### config.mk
export PLATFORM = sky130hd
export DESIGN_NAME = txt_vram_arbiter
export DESIGN_NICKNAME = d
export VERILOG_FILES = /design/src/rtl/txt_vram_arbiter.sv
export SDC_FILE = /design/constraint.sdc
export NUM_CORES = 1
export LEC_CHECK = 0
export ABC_AREA = 1
export CORE_MARGIN = 2
export CORE_UTILIZATION = 45
export CTS_CLUSTER_SIZE = 12
export DETAILED_ROUTE_END_ITERATION = 6
export DONT_BUFFER_PORTS = 1
export GPL_ROUTABILITY_DRIVEN = 0
export GPL_TIMING_DRIVEN = 0
export PLACE_DENSITY = 0.64
export SLEW_MARGIN = 5
export SYNTH_ARGS = -nofsm -noshare
export SYNTH_HDL_FRONTEND = slang
export SYNTH_SLANG_ARGS = --single-unit
### constraint.sdc
create_clock -name clk -period 2.9 [get_ports clk]
set_clock_uncertainty 0.1 [all_clocks]
set_input_delay 0.145 -clock clk [delete_from_list [all_inputs] [get_ports clk]]
set_output_delay 0.145 -clock clk [all_outputs]
set_load 0.02 [all_outputs]
### src/rtl/txt_vram_arbiter.sv
// txt_vram_arbiter: one-port text VRAM arbiter (renderer read > clear sweep > FIFO-buffered CPU write); clk/clr(async low), rd_*, cpu_wr_*, clr_*, mem_*
module txt_vram_arbiter #(
  parameter int ADDR_W = 12,
  parameter int DATA_W = 8,
  parameter int FIFO_DEPTH = 4,
  parameter int CELLS = 1200
) (
  input  logic              clk,
  input  logic              clr,
  input  logic              rd_req,
  input  logic [ADDR_W-1:0] rd_addr,
  output logic [DATA_W-1:0] rd_data,
  output logic              rd_valid,
  input  logic              cpu_wr_valid,
  output logic              cpu_wr_ready,
  input  logic [ADDR_W-1:0] cpu_wr_addr,
  input  logic [DATA_W-1:0] cpu_wr_data,
  output logic              addr_err,
  input  logic              clr_start,
  input  logic [DATA_W-1:0] clr_char,
  output logic              clr_busy,
  output logic              clr_done,
  output logic              mem_en,
  output logic              mem_we,
  output logic [ADDR_W-1:0] mem_addr,
  output logic [DATA_W-1:0] mem_wdata,
  input  logic [DATA_W-1:0] mem_rdata
);
  localparam int PW = $clog2(FIFO_DEPTH);
  localparam int CW = PW + 1;
  localparam logic [ADDR_W-1:0] CELLS_A = ADDR_W'(CELLS);
  localparam logic [ADDR_W-1:0] LAST_A = ADDR_W'(CELLS - 1);
  typedef enum logic {IDLE, CLEAR} state_t;
  state_t state, nstate;
  logic [ADDR_W-1:0] cnt, n_cnt, n_addr;
  logic [DATA_W-1:0] fill, n_wdata;
  logic [ADDR_W-1:0] fa [FIFO_DEPTH];
  logic [DATA_W-1:0] fd [FIFO_DEPTH];
  logic [PW-1:0] wp, rp;
  logic [CW-1:0] count;
  logic hs, bad, push, pop, clear_slot, start, n_en, n_we, n_done;
  assign rd_data = mem_rdata;
  assign clr_busy = state == CLEAR;
  assign cpu_wr_ready = count != CW'(FIFO_DEPTH);
  assign hs = cpu_wr_valid && cpu_wr_ready;
  assign bad = hs && cpu_wr_addr >= CELLS_A;
  assign push = hs && !bad;
  assign start = state == IDLE && clr_start;
  assign clear_slot = !rd_req && state == CLEAR;
  assign pop = !rd_req && state == IDLE && count != '0;
  always_comb begin
    nstate = state;
    n_cnt = start ? '0 : clear_slot ? cnt + 1'b1 : cnt;
    n_en = rd_req || clear_slot || pop;
    n_we = !rd_req && (clear_slot || pop);
    n_addr = rd_req ? rd_addr : clear_slot ? cnt : fa[rp];
    n_wdata = clear_slot ? fill : fd[rp];
    n_done = clear_slot && cnt == LAST_A;
    if (start) nstate = CLEAR;
    if (n_done) nstate = IDLE;
  end
  always_ff @(posedge clk or negedge clr)
    if (!clr) begin
      state <= IDLE;
      cnt <= '0;
      fill <= '0;
      wp <= '0;
      rp <= '0;
      count <= '0;
      mem_en <= 1'b0;
      mem_we <= 1'b0;
      mem_addr <= '0;
      mem_wdata <= '0;
      rd_valid <= 1'b0;
      addr_err <= 1'b0;
      clr_done <= 1'b0;
    end else begin
      state <= nstate;
      cnt <= n_cnt;
      fill <= start ? clr_char : fill;
      wp <= wp + PW'(push);
      rp <= rp + PW'(pop);
      count <= count + CW'(push) - CW'(pop);
      mem_en <= n_en;
      mem_we <= n_we;
      mem_addr <= n_addr;
      mem_wdata <= n_wdata;
      rd_valid <= mem_en && !mem_we;
      addr_err <= bad;
      clr_done <= n_done;
    end
  always_ff @(posedge clk)
    if (push) begin
      fa[wp] <= cpu_wr_addr;
      fd[wp] <= cpu_wr_data;
    end
endmodule

==> metrics.txt <==
status finished clean; Netlist cell types 32; Total GRT Usage between 10% and 20%; fill count around 980; Max Cap Violations 0; CTS tree done; Worst EP arrival 2.57 ns; WHS Path Cells 4; syn avg cell area roughly 11 um^2; sequential power share between 40% and 50%; # port buffers 0; fin. max-slew vios 0; Clk pwr share a little under two fifths; vias per cell about 5; Setup Buffers After CTS 0; worst hold path type input port to flop; fin worst setup slack between 0.5 and 0.6 ns; post-DP HPWL 8280 um; Die Area ~13000 um^2; Top delay family on crit path adder cells; # diodes 0; CTS clk-pin slew, worst paths roughly 0.06 ns; R2R Setup Slk between 0.5 and 0.6 ns; RSZ-0062 raised after global routing no; 1st-iter DRT viols around 330; Cell Pwr Density about 760 nW/um^2; nature of the critical path endpoint flop; WP data required just over 3 ns; grt total ovfl 0; Hold Path Sink addr_err; Syn Inst Count between 500 and 600; wire length per cell ~16 um; internal power ~3.8 mW; worst vdd ir approximately 0.00048 V; placed cells around 700; Seq/Total Area, Yosys roughly 67%; Slowest-stage cell, CP dfrtp_1; CTS Root Cell clkbuf_16; Psw approximately 1.6 mW; Pleak just under 3 nW; Buf/Inv on CP 1; Slew HR about half; Final nets around 660; Setup WS pre-CTS between 0.5 and 0.6 ns; Startpoint Class flop; Setup violations, final 0; Yosys reg bits 133; H-tree levels 4; Row Count 40; CP max FO 6; crit-path cells nor2_1, nand2_1, nand2_1, nand3b_4, ha_1, inv_1, ha_1, fa_1, xor2_1; Post-CTS Resized 0; Initial Utilization between 40 and 50%; Crit Reg-Reg Startpoint count[1]; post-route ant nets 0; Synth top area share 42.8%; worst slew pin tran about 0.74 ns; area grow syn2layout 25.7%; Area contributors post-synth edfxtp_1 43%, dfrtp_1 24%, nand2_1 9.4%; Post-Route WL around 13000 um; max incr delay on CP around 0.41 ns; Inserted Clock Buffers 17; CTS Sinks 133; vias in the first global route ~3800; Die Wd roughly 120 um; R2R cell count 9; synthesized area between 5000 and 6000 um^2; part of the cycle the worst path needs between 80% and 90%; Critical R2R Capture count[2]; min Tclk post-route roughly 2.4 ns; TritonRoute pass-1 iters 6; initial antenna violation count 0; syn_nets 584; via count a little under 4000; Max Buffers Root-to-Sink 2; first-pass GRT wire length roughly 20000 um; yosys warns 0; Top Ports 88; combinational power share between 10% and 20%; Core ar. ~12000 um^2; Sw Share around 30%; DRC Markers 0; Final Hold Vio Count 0; Die H approximately 120 um; cell taking the most area after synthesis edfxtp_1; hold_sp cpu_wr_addr[6]; fmax between 0.4 and 0.5 GHz; pin count of the biggest net entering global routing 54; Non-Filler Instances ~790; worst skew pair latency 0.42 ns; CP Class flop to flop; share of cells above drive strength 1 a little over an eighth
timing repair:
action,4_1_cts,5_1_grt
endpoints found under the hold margin,156,0
setup endpoints to repair,0,0
hold buffers,57,0
logic make-up after synthesis:
group | after synthesis | synth area share (%)
buffers and inverters | 74 | 6.40
DFF | 133 | 66.5
AOI/OAI and AO/OA | 61 | 5.58
and+or+nand+nor | 247 | 19.4
xor gates and xnor gates | 4 | 0.625
adders and majority gates | 6 | 1.47
cells in the final DEF (no fill, tap or decap), types with 6 or more instances in the layout:
cell           instances
a21oi_1               17
buf_2                 11
buf_4                 14
clkbuf_16             17
dfrtp_1               53
dlygate4sd3_1         56
edfxtp_1              80
inv_1                 40
nand2_1              141
nand3_1               40
nand4_1                6
nor2_1                40
nor2_2                 8
o21ai_0               25
o21ai_1               17
Yosys cell counts:
library cell	instances
nor2_8	1
xor2_1	3
nor2_2	4
buf_2	11
nor3_2	1
nand4_1	6
o21ba_2	1
buf_6	1
nand4_2	1
nor3_4	1
edfxtp_1	80
nand2_4	2
inv_4	3
fa_1	1
nor3_1	3
nand3b_1	2
ha_1	5
a21oi_1	17
buf_4	14
clkinv_1	1
nor2_1	44
o21ai_1	17
nand3b_4	1
dfrtp_1	53
inv_2	2
xnor2_1	1
nand3_1	40
o211ai_1	1
o21ai_0	25
inv_1	40
clkbuf_1	2
nand2_1	141
worst max-delay path by stage:
stage                     slack (ns)      from  endpoint  cells after the start
after detailed placement        0.56  count[1]  count[2]                      9
final                           0.53  count[1]  count[2]                      9
after global routing            0.44  count[1]  count[2]                      9
after CTS                       0.53  count[1]  count[2]                      9
after global placement         -0.20  count[1]  fd[0][5]                      5
after floorplan                 0.65  count[1]  fa[0][0]                      5
cell type report:
type	count	area, um^2	area share [%]
Inverter	46	180	2.56
Sequential cell	133	3730	52.9
Tap cell	168	210	2.98
Buffer	28	179	2.54
Clock inverter	14	144	2.04
Timing Repair Buffer	61	648	9.20
Clock buffer	18	429	6.09
Multi-Input combinational cell	318	1530	21.7
state kept, by name (all words and copies together), names as in the netlist:
signal	count
addr_err	1
clr_busy	1
clr_done	1
cnt	12
count	3
fa	48
fd	32
fill	8
mem_addr	12
mem_en	1
mem_wdata	8
mem_we	1
rd_valid	1
rp	2
wp	2
per-stage QoR:
step	hold slack (ns)	setup TNS (ns)	utilization, %	total power [mW]	instance area [um^2]
2_1_floorplan	-0.251	0	-	3.02	5610
3_3_place_gp	-0.249	-12.04	48.0	3.20	5820
3_5_place_dp	-0.249	0	48.6	3.25	5890
4_1_cts	0.0134	0	58.2	5.37	7050
5_1_grt	0.0169	0	58.2	5.59	7050
6_report	0.00811	0	58.2	5.34	7050
per-layer routing:
| layer | global-route usage [%] | wire length, um |
|---|---|---|
| met3 | 5.54 | 939 |
| met1 | 24.8 | 5140 |
| met4 | 7.54 | 203 |
| met2 | 33.0 | 6220 |
| met5 | 0 | 0 |
power groups by stage:
stage | clock (mW) | combinational [mW] | sequential (mW)
floorplan | 0 | 0.555 | 2.46
global placement | 0 | 0.713 | 2.49
detailed placement | 0 | 0.757 | 2.49
CTS | 2.07 | 0.845 | 2.46
global route | 2.16 | 0.949 | 2.48
finish | 2.04 | 0.845 | 2.46
worst register-to-register path, stage by stage, from the launching register on:
cell	delay, ns
dfrtp_1	0.41
nor2_1	0.07
nand2_1	0.23
nand2_1	0.14
nand3b_4	0.23
ha_1	0.31
inv_1	0.04
ha_1	0.18
fa_1	0.37
xor2_1	0.17
Note: power is estimated with default switching activity, not from simulation.
